File: src/rtl/tm1637_pkg.sv
// Shared constants, state encoding and BCD-to-segment table for the TM1637 display scheduler.
package tm1637_pkg;

  localparam logic [7:0] ADDR_CMD_BASE = 8'hC0;
  localparam logic [7:0] SEG_BLANK     = 8'h00;
  localparam int         COLON_BIT     = 7;
  localparam int         COLON_IDX     = 1;

  typedef enum logic [2:0] {
    ST_IDLE  = 3'd0,
    ST_LATCH = 3'd1,
    ST_AW    = 3'd2,
    ST_AP    = 3'd3,
    ST_AK    = 3'd4,
    ST_DW    = 3'd5,
    ST_DP    = 3'd6,
    ST_DK    = 3'd7
  } state_e;

  // Segment order gfedcba, digits 0..9.
  localparam logic [7:0] SEG_TABLE [10] = '{
    8'h3F, 8'h06, 8'h5B, 8'h4F, 8'h66, 8'h6D, 8'h7D, 8'h07, 8'h7F, 8'h6F
  };

  function automatic logic [7:0] bcd_to_seg(input logic [3:0] bcd);
    logic [7:0] seg;
    if (bcd <= 4'd9) begin
      seg = SEG_TABLE[bcd];
    end else begin
      seg = SEG_BLANK;
    end
    return seg;
  endfunction

endpackage

File: src/rtl/tm1637_seg_decode.sv
// One display position: 4-bit BCD nibble to gfedcba segment byte; non-decimal nibbles blank.
module tm1637_seg_decode
  import tm1637_pkg::*;
(
  input  logic [3:0] bcd,
  output logic [7:0] seg
);

  assign seg = bcd_to_seg(bcd);

endmodule

File: src/rtl/tm1637_display_scheduler.sv
// Refreshes all TM1637 positions through the control core's byte handshake, arbitrating between
// BCD time and held raw-segment messages. Optional colon blink: define TM_COLON_BLINK_EN.
module tm1637_display_scheduler
  import tm1637_pkg::*;
#(
  parameter int DIGITS          = 4,
  parameter int REFRESH_DIV     = 1000000,
  parameter int MSG_HOLD_FRAMES = 8,
  parameter int BLINK_FRAMES    = 2
) (
  input  logic                clk,
  input  logic                reset,
  input  logic [4*DIGITS-1:0] time_digits,
  input  logic                time_colon,
  input  logic                msg_valid,
  input  logic [8*DIGITS-1:0] msg_segs,
  output logic                msg_busy,
  input  logic                ready_data,
  output logic                data_valid,
  output logic [7:0]          data,
  output logic                frame_done
);

  localparam int IDXW  = (DIGITS > 1) ? $clog2(DIGITS) : 1;
  localparam int CNTW  = (REFRESH_DIV > 1) ? $clog2(REFRESH_DIV) : 1;
  localparam int HOLDW = $clog2(MSG_HOLD_FRAMES + 1);
  localparam int FW    = 8 * DIGITS;
  localparam logic [IDXW-1:0]  LAST_IDX  = IDXW'(DIGITS - 1);
  localparam logic [CNTW-1:0]  CNT_LAST  = CNTW'(REFRESH_DIV - 1);
  localparam logic [HOLDW-1:0] HOLD_INIT = HOLDW'(MSG_HOLD_FRAMES);

  if (DIGITS < 1 || DIGITS > 6) begin : g_bad_digits
    $error("DIGITS must be within 1..6 (TM1637 grid limit)");
  end
  if (BLINK_FRAMES < 1 || MSG_HOLD_FRAMES < 1) begin : g_bad_frames
    $error("BLINK_FRAMES and MSG_HOLD_FRAMES must be at least 1");
  end

  state_e           state_q, state_d;
  logic [IDXW-1:0]  idx_q, idx_d;
  logic [CNTW-1:0]  cnt_q, cnt_d;
  logic             tick_q, tick_d;
  logic             pend_q, pend_d;
  logic [FW-1:0]    pend_buf_q, pend_buf_d;
  logic [FW-1:0]    frame_q, frame_d;
  logic             frame_msg_q, frame_msg_d;
  logic [HOLDW-1:0] hold_q, hold_d;
  logic             busy_q, busy_d;
  logic             dv_q, dv_d;
  logic [7:0]       data_q, data_d;
  logic             fd_q, fd_d;

  logic [FW-1:0]    time_seg_s, colon_mask_s, time_frame_s;
  logic             colon_on_s;
  logic             wrap_s;
  logic [2:0]       addr_idx_s;

  assign wrap_s     = (cnt_q == CNT_LAST);
  assign addr_idx_s = 3'(idx_q);

  for (genvar g = 0; g < DIGITS; g++) begin : g_dec
    tm1637_seg_decode u_dec (
      .bcd (time_digits[4*g +: 4]),
      .seg (time_seg_s[8*g +: 8])
    );
  end

  if (DIGITS > COLON_IDX) begin : g_colon
    always_comb begin
      colon_mask_s = '0;
      colon_mask_s[8*COLON_IDX + COLON_BIT] = colon_on_s;
    end
  end else begin : g_no_colon
    assign colon_mask_s = '0;
  end

  assign time_frame_s = time_seg_s | colon_mask_s;

`ifdef TM_COLON_BLINK_EN
  localparam int BLNW = (BLINK_FRAMES > 1) ? $clog2(BLINK_FRAMES) : 1;
  localparam logic [BLNW-1:0] BLINK_LAST = BLNW'(BLINK_FRAMES - 1);

  logic            phase_q, phase_d;
  logic [BLNW-1:0] blink_cnt_q, blink_cnt_d;
  logic            frame_colon_q, frame_colon_d;

  assign colon_on_s = time_colon & phase_q;

  // Phase advances only on completed time frames that actually requested the colon.
  always_comb begin
    phase_d       = phase_q;
    blink_cnt_d   = blink_cnt_q;
    frame_colon_d = frame_colon_q;
    if (state_q == ST_LATCH) begin
      frame_colon_d = time_colon;
    end else begin
      frame_colon_d = frame_colon_q;
    end
    if (fd_d && !frame_msg_q && frame_colon_q) begin
      if (blink_cnt_q == BLINK_LAST) begin
        blink_cnt_d = '0;
        phase_d     = ~phase_q;
      end else begin
        blink_cnt_d = blink_cnt_q + BLNW'(1);
      end
    end else begin
      blink_cnt_d = blink_cnt_q;
    end
  end

  always_ff @(posedge clk) begin
    if (reset) begin
      phase_q       <= 1'b1;
      blink_cnt_q   <= '0;
      frame_colon_q <= 1'b0;
    end else begin
      phase_q       <= phase_d;
      blink_cnt_q   <= blink_cnt_d;
      frame_colon_q <= frame_colon_d;
    end
  end
`else
  assign colon_on_s = time_colon;
`endif

  always_comb begin
    state_d     = state_q;
    idx_d       = idx_q;
    frame_d     = frame_q;
    frame_msg_d = frame_msg_q;
    hold_d      = hold_q;
    busy_d      = busy_q;
    data_d      = data_q;
    dv_d        = 1'b0;
    fd_d        = 1'b0;
    cnt_d       = wrap_s ? '0 : cnt_q + CNTW'(1);
    tick_d      = tick_q | wrap_s;
    if (msg_valid) begin
      pend_d     = 1'b1;
      pend_buf_d = msg_segs;
    end else begin
      pend_d     = pend_q;
      pend_buf_d = pend_buf_q;
    end

    case (state_q)
      ST_IDLE: begin
        if (tick_q || pend_q) begin
          state_d = ST_LATCH;
        end else begin
          state_d = ST_IDLE;
        end
      end
      ST_LATCH: begin
        idx_d   = '0;
        tick_d  = wrap_s;
        state_d = ST_AW;
        if (pend_q) begin
          frame_d     = pend_buf_q;
          frame_msg_d = 1'b1;
          hold_d      = HOLD_INIT;
          busy_d      = 1'b1;
          pend_d      = msg_valid;
        end else if (hold_q != '0) begin
          // frame_q still holds the message snapshot; replay it.
          frame_msg_d = 1'b1;
        end else begin
          frame_d     = time_frame_s;
          frame_msg_d = 1'b0;
        end
      end
      ST_AW: begin
        if (ready_data) begin
          state_d = ST_AP;
          dv_d    = 1'b1;
          data_d  = ADDR_CMD_BASE | {5'b00000, addr_idx_s};
        end else begin
          state_d = ST_AW;
        end
      end
      ST_AP: state_d = ST_AK;
      ST_AK: begin
        if (!ready_data) begin
          state_d = ST_DW;
        end else begin
          state_d = ST_AK;
        end
      end
      ST_DW: begin
        if (ready_data) begin
          state_d = ST_DP;
          dv_d    = 1'b1;
          data_d  = frame_q[8*idx_q +: 8];
        end else begin
          state_d = ST_DW;
        end
      end
      ST_DP: state_d = ST_DK;
      ST_DK: begin
        if (!ready_data) begin
          if (idx_q == LAST_IDX) begin
            state_d = ST_IDLE;
            fd_d    = 1'b1;
            if (frame_msg_q && (hold_q != '0)) begin
              hold_d = hold_q - HOLDW'(1);
              busy_d = (hold_q != HOLDW'(1));
            end else begin
              hold_d = hold_q;
            end
          end else begin
            idx_d   = idx_q + IDXW'(1);
            state_d = ST_AW;
          end
        end else begin
          state_d = ST_DK;
        end
      end
      default: state_d = ST_IDLE;
    endcase
  end

  always_ff @(posedge clk) begin
    if (reset) begin
      state_q     <= ST_IDLE;
      idx_q       <= '0;
      cnt_q       <= '0;
      tick_q      <= 1'b1;
      pend_q      <= 1'b0;
      pend_buf_q  <= '0;
      frame_q     <= '0;
      frame_msg_q <= 1'b0;
      hold_q      <= '0;
      busy_q      <= 1'b0;
      dv_q        <= 1'b0;
      data_q      <= 8'h00;
      fd_q        <= 1'b0;
    end else begin
      state_q     <= state_d;
      idx_q       <= idx_d;
      cnt_q       <= cnt_d;
      tick_q      <= tick_d;
      pend_q      <= pend_d;
      pend_buf_q  <= pend_buf_d;
      frame_q     <= frame_d;
      frame_msg_q <= frame_msg_d;
      hold_q      <= hold_d;
      busy_q      <= busy_d;
      dv_q        <= dv_d;
      data_q      <= data_d;
      fd_q        <= fd_d;
    end
  end

  assign msg_busy   = busy_q;
  assign data_valid = dv_q;
  assign data       = data_q;
  assign frame_done = fd_q;

endmodule

File: config.mk
export PLATFORM = sky130hd
export DESIGN_NAME = tm1637_display_scheduler
export DESIGN_NICKNAME = d
export VERILOG_FILES = /design/src/rtl/tm1637_pkg.sv /design/src/rtl/tm1637_seg_decode.sv /design/src/rtl/tm1637_display_scheduler.sv
export SDC_FILE = /design/constraint.sdc
export NUM_CORES = 1
export LEC_CHECK = 0
export BUFFER_PORTS_ARGS = -buffer_cell sky130_fd_sc_hd__buf_2
export CAP_MARGIN = 15
export CORE_ASPECT_RATIO = 0.8
export CORE_UTILIZATION = 55
export CTS_BUF_LIST = sky130_fd_sc_hd__clkbuf_8
export DETAILED_ROUTE_END_ITERATION = 7
export GPL_TIMING_DRIVEN = 0
export PLACE_DENSITY = 0.76
export SETUP_SLACK_MARGIN = 0.15
export SYNTH_ARGS = -nofsm -noshare
export SYNTH_HDL_FRONTEND = slang
export SYNTH_HIERARCHICAL = 1
export SYNTH_SLANG_ARGS = --single-unit
File: constraint.sdc
create_clock -name clk -period 2.36 [get_ports clk]
set_input_delay 0.118 -clock clk [delete_from_list [all_inputs] [get_ports clk]]
set_output_delay 0.118 -clock clk [all_outputs]
set_load 0.005 [all_outputs]
# --- Yosys cells after proc, flatten, opt, wreduce, memory -nomap -nowiden ---
# Memories as Yosys holds them, arrays and structs flattened.
# Index checks and enable logic that the tools add are counted.
op_classes:
  add_sub_neg: 3
  n_shift: 1
  muxes: 45
  multipliers: 0
  bitwise: 8
  n_div: 0
  n_reduce_logical: 14
  eq_ne: 18
  magnitude_cmp: 8
op_table:
  columns: ["cell", "count"]
  rows:
  - ["2-to-1 mux 8 bit", 14]
  - ["2-to-1 mux 32 bit", 2]
  - ["bitwise OR 32 x 16 -> 32 bit", 1]
  - ["variable part select 32 x 6 -> 8 bit", 1]
  - ["one-hot mux 3 bit (8 select lines)", 1]
  - ["adder 20 x 1 -> 20 bit (second input constant)", 1]
  - ["== test 20 bit (second input constant)", 1]
  - ["greater-or-equal comparator 5 bit (second input constant)", 4]
  - ["NOT 4 -> 5 bit", 4]
  - ["less-or-equal comparator 4 bit (second input constant)", 4]
  - ["2-to-1 mux 4 bit", 4]
  - ["inequality test 2 bit (second input constant)", 8]
  - ["one-hot mux 8 bit (2 select lines)", 1]
  - ["2-to-1 mux 1 bit", 15]
  - ["== test 3 bit (second input constant)", 4]
  - ["2-to-1 mux 2 bit", 4]
  - ["one-hot mux 4 bit (2 select lines)", 1]
  - ["== test 3 x 2 -> 1 bit (second input constant)", 2]
  - ["AND reduction 3 bit", 2]
  - ["OR reduction 2 bit", 3]
  - ["AND reduction 5 bit", 1]
  - ["inequality test 4 x 1 -> 1 bit (second input constant)", 1]
  - ["one-hot mux 2 bit (2 select lines)", 1]
  - ["nonzero test 2 bit", 2]
  - ["other kinds (14)", 15]
totals:
  wordCells: 114
  ram_bits: 0
  n_memories: 4
  latchBits: 0
  input_bits: 53
  mem_bits_ro: 512
  output_inout_bits: 11
  regBits: 107
memory_table:
  columns: ["name", "depth", "width", "rd", "rd_ports_with_merged_regs", "write_ports", "line", "text"]
  rows:
  - ["(no name shown)", 16, 8, 1, 0, 0, "tm1637_pkg.sv:28", "seg = SEG_TABLE[bcd];"]
  - ["(no name shown)", 16, 8, 1, 0, 0, "tm1637_pkg.sv:28", null]
  - ["(no name shown)", 16, 8, 1, 0, 0, "tm1637_pkg.sv:28", null]
  - ["(no name shown)", 16, 8, 1, 0, 0, "tm1637_pkg.sv:28", null]

# --- Depth between registers and ports, before layout ---
# Gate-level depths: netlist of the first run.
depth:
  word_depth: 8
  ltp_mapped: 7
  mapped_depth_nobuf: 6

# --- By module ---
# The synthesis of the first run kept the hierarchy.
by_module_without_submodules:
  columns: ["module", "area_per_inst_um2", "cells_each", "seq_area_each_um2", "n_inst"]
  rows:
  - ["tm1637_display_scheduler", 4631.9, 489, 2142.1, 1]
  - ["tm1637_seg_decode", 244.0, 31, 0.0, 4]

# --- Worst setup path after synthesis of the first run ---
# Ideal clock, no wire load.
synth_path:
  path_kind: "reg-to-reg"
  from: "reg hold_q[0]"
  to: "reg frame_q[10]"
  setup_time_ns: 0.138
  synth_period_minus_slack_ns: 1.797
  slack_ns: 0.563
  n_path_buf: 1
  path_stages_with_launch: 7
  required_ns: 2.222
  t_arrival_ns: 1.660
  cell_sequence: "dfxtp_1 inv_1 ha_1 or3b_2 a21oi_4 clkbuf_1 a211oi_1"
synth_via:
  elab_chain_cells: 3
synth_rtl:
  columns: ["item", "line", "text"]
  rows:
  - ["from (decl)", "tm1637_display_scheduler.sv:47", "logic [HOLDW-1:0] hold_q, hold_d;"]
  - ["from (signal assigned)", "tm1637_display_scheduler.sv:246", "hold_q <= hold_d;"]
  - ["nonzero test 4 bit", "tm1637_display_scheduler.sv:164", "end else if (hold_q != '0) begin"]
  - ["inequality test 2 bit (no source line)", null, null]
  - ["AND reduction 2 bit (no source line)", null, null]
  - ["to (signal assigned)", "tm1637_display_scheduler.sv:244", "frame_q <= frame_d;"]
  - ["to (decl)", "tm1637_display_scheduler.sv:45", "logic [FW-1:0] frame_q, frame_d;"]
# No other way between the ends.
# A chain may end at the register's enable or synchronous reset.

# --- Worst setup path in the final report of the first run ---
layout_path:
  from: "reg hold_q[0]"
  to: "reg frame_q[4]"
# The elaborated chain is that of the path after synthesis.

==> results by group, run 1 <==
Clock tree
  • Clk buf depth: 2
  • Clk slew on worst S/H paths: 0.09 ns
  • TritonCTS clock tree: done
  • Clock Sinks: between 100 and 150
  • Number of buffers created by CTS: 9
  • H-tree Lvls: 3
  • Skew-Pair Late Insertion Delay: ~0.37 ns
  • CTS Root Buffer Type: clkbuf_8

Power and ir drop
  • VDD IR-drop max: 413 uV
  • Pleak: 0.00265 uW
  • Total Power: between 4000 and 5000 uW
  • PwrDens: around 660 mW/mm^2

Timing
  • Tcrit/Tclk final: between 80% and 90%
  • Tmin final: slightly above 2 ns
  • Setup Viol. Count Final: 0
  • Slew @ Worst Pin: 0.856 ns
  • Worst clock skew: 0.00770 ns
  • Slew Limit Fails: 0
  • Worst hold margin: about 0.013 ns
  • Setup TNS after final layout: 0 ns
  • Final hold violations: 0
  • RSZ-0062 raised after global routing: no
  • Slew margin rel.: a little over two fifths
  • Achievable Freq: just under 500 MHz

Placed design
  • IO Port Bufs: 60
  • Post-DP Area: slightly above 0.006 sq mm
  • DP Wirelength: 9460 microns
  • GPL Wtd Cong: 0.885

Finish
  • Final Core Density: approximately two thirds
  • Number of fill cells: 770
  • Nets: 797
  • # diodes: 0
  • Final instance area: 0.00660 sq mm
  • Area Overhead vs Synth: 17.7%
  • Multi-input logic area: 0.00318 sq mm
  • Register Area: roughly 0.0021 sq mm
  • Fraction of layout cells with a size suffix above 1: 16.6%

Logic synthesis
  • Most frequent cells after synthesis: nor2_1 (110), dfxtp_1 (107), mux2i_1 (67)
  • Cell area after technology mapping: 0.00561 sq mm
  • EDFF count, synth: 0
  • #FFs+latches synth: around 110
  • Top post-synthesis cells by area: dfxtp_1 (38%), mux2i_1 (12%), nor2_1 (7.4%), ha_1 (6.5%), a211oi_1 (5.1%)
  • Top-area cell type share of the netlist area: 38.2%
  • Commonest register cell after synthesis: dfxtp_1
  • Yosys warns: 6
  • Largest area contributor in the netlist: dfxtp_1
  • Mapped Nets: 695
  • Post-synthesis cell count: 613
  • Ys async rst share: 0%
  • Mean Syn Cell Area: around 9 sq um
  • Netlist cell types: 60
  • Cell with the most instances after synthesis: nor2_1
  • Sequential area share after synthesis: about two fifths

Detailed routing
  • Vias per cell: roughly 5.6
  • First-pass DRT Iterations: 6
  • DR iter-0 viols: slightly above 400
  • Post-DRT Antenna Nets: 0
  • DRC: 0
  • Wire per inst: 15.4 microns
  • Via count: 4794
  • Drt total wl: 13200 microns

Floorplan
  • Initial Util: a little under three fifths
  • Number of core rows: 32
  • DIE HEIGHT: approximately 92 microns
  • Die area: roughly 0.011 sq mm
  • I/O pin total: 64
  • Core area: 0.00977 sq mm
  • Die X: 115 microns

Hold path
  • Worst hold path class: input pin to register

Global routing
  • Global-route usage over all layers: between 20% and 30%
  • Vias in the first global route: 4529
  • Global-route wire length before repair: 21500 microns
  • Grt total ovfl: 0
  • Largest net degree at the start of global routing: 17
  • Initial antenna violation count: 0

Run status
  • Status: completed

Worst setup path
  • CP Launch Type: register
  • CP arrival: 2.31 ns
  • CP max FO: 10
  • Setup CP Type: register to register
  • Endpoint class of the critical path: register
  • Worst path required time: 2.60 ns

Run
  • Max-Cap Viols: 0
metal layers:
layer	GRT usage (%)	vias up	share of wire [%]
li1	-	2373	-
met4	7.79	0	1.5
met3	5.17	19	5.2
met1	35.0	2241	48
met2	42.1	161	45
met5	0	-	0
metrics by stage:
step / instances / worst slack [ns]
final: 855 / 0.287
after global routing: 855 / 0.161
after CTS: 851 / 0.247
after detailed placement: 809 / 0.286
after global placement: 809 / 0.321
after floorplan: 613 / 0.563
power breakdown:
group,switching (uW),internal (uW)
logic,543,449
clock network,612,617
registers,135,2010
total,1290,3070
cell families after synthesis:
kind of cell / count (synthesis) / synth area share [%]
compound gates: 111 / 13.9
xor+xnor: 12 / 1.87
fa+ha+maj: 29 / 6.47
buf+inv: 62 / 5.15
flops: 107 / 38.2
mux: 75 / 14.8
other cells: 4 / 0.268
simple gates: 213 / 19.3
worst paths after layout:
path / end / slack (ns) / start / cells past startpoint
setup reg to reg: frame_q[4]$_SDFFE_PP0P_ / 0.29 / hold_q[0]$_SDFFE_PP0P_ / 6
setup / recovery: frame_q[4]$_SDFFE_PP0P_ / 0.29 / hold_q[0]$_SDFFE_PP0P_ / 6
hold / removal: pend_buf_q[28]$_SDFFE_PP0P_ / 0.01 / msg_segs[28] / 3
hold reg to reg: cnt_q[0]$_SDFF_PP0_ / 0.45 / cnt_q[0]$_SDFF_PP0_ / 1
worst max-delay path, stage by stage, from the launching register on:
cell and delay (ns):
dfxtp_1 0.35, inv_1 0.10, ha_1 0.14, or3b_2 0.51
a21oi_4 0.27, clkbuf_1 0.41, a211oi_1 0.16
flip-flops by register name, summed over array words and instances (netlist names):
register     cells
data_valid       1
data             8
state_q          3
tick_q           1
frame_msg_q      1
cnt_q           20
idx_q            2
frame_q         32
msg_busy         1
pend_q           1
hold_q           4
pend_buf_q      32
frame_done       1
cells in the final DEF (no fill, tap or decap), drive strengths merged, types with 5 or more instances in the layout:
| cell | instances |
|---|---|
| o22ai | 5 |
| nor2 | 110 |
| mux2i | 67 |
| clkbuf | 35 |
| nand2b | 8 |
| dfxtp | 107 |
| a21oi | 16 |
| o21ai | 13 |
| nor3b | 5 |
| mux4 | 6 |
| xnor2 | 9 |
| ha | 29 |
| nand3b | 6 |
| nand2 | 18 |
| a211oi | 38 |
| buf | 83 |
| nor3 | 13 |
| o21a | 10 |
| inv | 18 |
| or3 | 7 |
| or3b | 10 |
| nand3 | 10 |
| dlygate4sd3 | 28 |
| o211ai | 8 |
area by class of cell:
cell class              count  share of cell area [%]
inverters                  17                   0.967
clock buffers              10                    2.09
clock inverters             5                    1.19
flip-flops and latches    107                    32.5
well taps                 136                    2.58
repair buffers             91                    9.14
multi-input cells         444                    48.1
plain buffers              45                    3.43
timing repair:
item / 4_1_cts / 5_1_grt
hold buffers: 27 / 1
gates resized for setup: 0 / 2
endpoints found under the setup margin: 0 / 17
setup buffers: 0 / 3
hold endpoints to repair: 27 / 1
(Power assumes the default switching activity.)
==> run 2: changes to the inputs <==
- HOLD_SLACK_MARGIN: not set -> 0.15
==> run 2 against run 1 <==
Net effect: clock power about the same; worst setup slack better by 0.013 ns; global-route usage barely moved; sequential power about the same; power increased by 0.20%; sequential cell count stayed put; critical path type unchanged; largest power group unchanged.
==> results by group, run 2 (same netlist as run 1, synthesis figures left out) <==
Timing
  • Slew margin rel.: 44.4% (was 43.0%)
  • Slew Limit Fails: 0 (unchanged)
  • Achievable Freq: 485 MHz (was 482 MHz)
  • Setup Viol. Count Final: 0 (unchanged)
  • RSZ-0062 raised after global routing: no (unchanged)
  • Final hold violations: 0 (unchanged)
  • Slew @ Worst Pin: 0.834 ns (was 0.856 ns)
  • Setup TNS after final layout: 0 ns (unchanged)
  • Tmin final: 2.06 ns (was 2.07 ns)
  • Worst clock skew: 0.00993 ns (was 0.00770 ns)
  • Tcrit/Tclk final: 87.3% (was 87.8%)

Detailed routing
  • DRC: 0 (unchanged)
  • Wire per inst: 15.3 microns (was 15.4 microns)
  • Drt total wl: 13200 microns (about the same)
  • Vias per cell: 5.57 (was 5.61)
  • Post-DRT Antenna Nets: 0 (unchanged)
  • Via count: 4787 (was 4794)
  • First-pass DRT Iterations: 6 (unchanged)
  • DR iter-0 viols: 398 (was 414)

Worst setup path
  • Worst Setup SP: hold_q[0]$_SDFFE_PP0P_ (unchanged)
  • Reg2reg path depth: 6 (unchanged)
  • R2R Setup Slk: 0.30 ns (was 0.29 ns)
  • Worst path required time: 2.60 ns (about the same)
  • Worst R2R End: frame_q[4]$_SDFFE_PP0P_ (unchanged)
  • CP arrival: 2.30 ns (was 2.31 ns)
  • Worst r2r src: hold_q[0]$_SDFFE_PP0P_ (unchanged)
  • Endpoint class of the critical path: register (unchanged)
  • CP Capture Point: frame_q[4]$_SDFFE_PP0P_ (unchanged)
  • CP max FO: 10 (unchanged)
  • CP Launch Type: register (unchanged)
  • Setup CP Type: register to register (unchanged)

Floorplan
  • I/O pin total: 64 (unchanged)
  • Number of core rows: 32 (unchanged)
  • Initial Util: 57.4% (unchanged)
  • DIE HEIGHT: 92.3 microns (unchanged)
  • Die area: 0.0106 sq mm (unchanged)
  • Die X: 115 microns (unchanged)
  • Core area: 0.00977 sq mm (unchanged)

Finish
  • Nets: 801 (was 797)
  • Most common cell after layout, fill and taps aside: nor2_1 (unchanged)
  • Area Overhead vs Synth: 18.4% (was 17.7%)
  • Most frequent cells in the layout: nor2_1 (110), dfxtp_1 (107), buf_2 (69) (unchanged)
  • Biggest registers after layout: frame_q (32), pend_buf_q (32), cnt_q (20) (unchanged)
  • # diodes: 0 (unchanged)
  • Fraction of layout cells with a size suffix above 1: 16.5% (was 16.6%)

Clock tree
  • Clk buf depth: 2 (unchanged)
  • H-tree Lvls: 3 (unchanged)
  • Clk slew on worst S/H paths: 0.10 ns (was 0.09 ns)
  • Number of buffers created by CTS: 9 (unchanged)
  • Skew-Pair Late Insertion Delay: 0.38 ns (was 0.37 ns)
  • CTS Root Buffer Type: clkbuf_8 (unchanged)
  • TritonCTS clock tree: done (unchanged)
  • Clock Sinks: 107 (unchanged)

Global routing
  • Global-route usage over all layers: 26.0% (about the same)
  • Initial antenna violation count: 0 (unchanged)
  • Grt total ovfl: 0 (unchanged)
  • Vias in the first global route: 4548 (was 4529)
  • Largest net degree at the start of global routing: 17 (unchanged)
  • Global-route wire length before repair: 21500 microns (about the same)

Power and ir drop
  • Total Power: 4370 uW (was 4360 uW)
  • Pleak: 0.00266 uW (was 0.00265 uW)
  • VDD IR-drop max: 413 uV (about the same)
  • PwrDens: 659 mW/mm^2 (was 661 mW/mm^2)

Run status
  • Status: completed (unchanged)

Hold path
  • Worst hold path class: input pin to register (unchanged)

Placed design
  • IO Port Bufs: 60 (unchanged)
  • DP Wirelength: 9460 microns (unchanged)
  • GPL Wtd Cong: 0.885 (unchanged)

Run
  • Max-Cap Viols: 0 (unchanged)
[run 2: cell count changes in the layout (fill, tap and decap cells not counted), sizes merged]
cell,change
dlygate4sd3,+4
[run 2: how the worst min path moves through the flow]
stage | startpoint | endpoint | slack (ns) | depth (start not counted)
3_3_place_gp | msg_segs[3] | pend_buf_q[3]$_SDFFE_PP0P_ | 0.35 | 3
2_1_floorplan | msg_segs[0] | pend_buf_q[0]$_SDFFE_PP0P_ | 0.27 | 2
3_5_place_dp | msg_segs[19] | pend_buf_q[19]$_SDFFE_PP0P_ | 0.36 | 3
4_1_cts | msg_valid | pend_buf_q[0]$_SDFFE_PP0P_ | 0.20 | 3
6_report | msg_valid | pend_buf_q[0]$_SDFFE_PP0P_ | 0.21 | 3
5_1_grt | msg_valid | pend_buf_q[0]$_SDFFE_PP0P_ | 0.22 | 3
[run 2: layout make-up]
type,instances,area [sq um]
inverters,17,63.8
fillers,763,3130
multi-input cells,444,3180
clock buffers,10,138
flip-flops and latches,107,2140
plain buffers,45,226
well taps,136,170
repair buffers,95,643
clock inverters,5,78.8
[run 2: repair_timing]
item	CTS	global route
setup buffers	0	3
resized for setup	0	2
endpoints found under the setup margin	0	18
hold endpoints to repair	32	0
hold buffers	32	0
[run 2: metrics by stage]
step / hold WS [ns] / worst slack (ns) / area, sq um / std cells / utilization, %
2_1_floorplan: 0.265 / 0.563 / 5610 / 613 / -
3_3_place_gp: 0.352 / 0.321 / 6080 / 809 / 62.2
3_5_place_dp: 0.361 / 0.286 / 6080 / 809 / 62.2
4_1_cts: 0.203 / 0.247 / 6620 / 856 / 67.7
5_1_grt: 0.217 / 0.161 / 6640 / 859 / 68.0
6_report: 0.210 / 0.299 / 6640 / 859 / 68.0
[run 2: power breakdown]
part,total (uW),internal [uW],switching [uW]
registers,2140,2010,135
clock network,1230,617,617
logic,996,453,543
total,4370,3080,1290
[run 2: worst max-delay path, cell delays in order (launching register included)]
cell and delay (ns):
dfxtp_1 0.35, inv_1 0.10, ha_1 0.14, or3b_2 0.51, a21oi_4 0.27, clkbuf_1 0.40, a211oi_1 0.16
[run 2: layer usage]
| metal | vias to the layer above | global-route usage, % | wire [microns] |
|---|---|---|---|
| met5 | - | 0 | 0 |
| met4 | 0 | 7.14 | 166 |
| met3 | 16 | 5.17 | 704 |
| met2 | 149 | 42.5 | 5990 |
| met1 | 2235 | 34.8 | 6310 |
| li1 | 2387 | - | - |
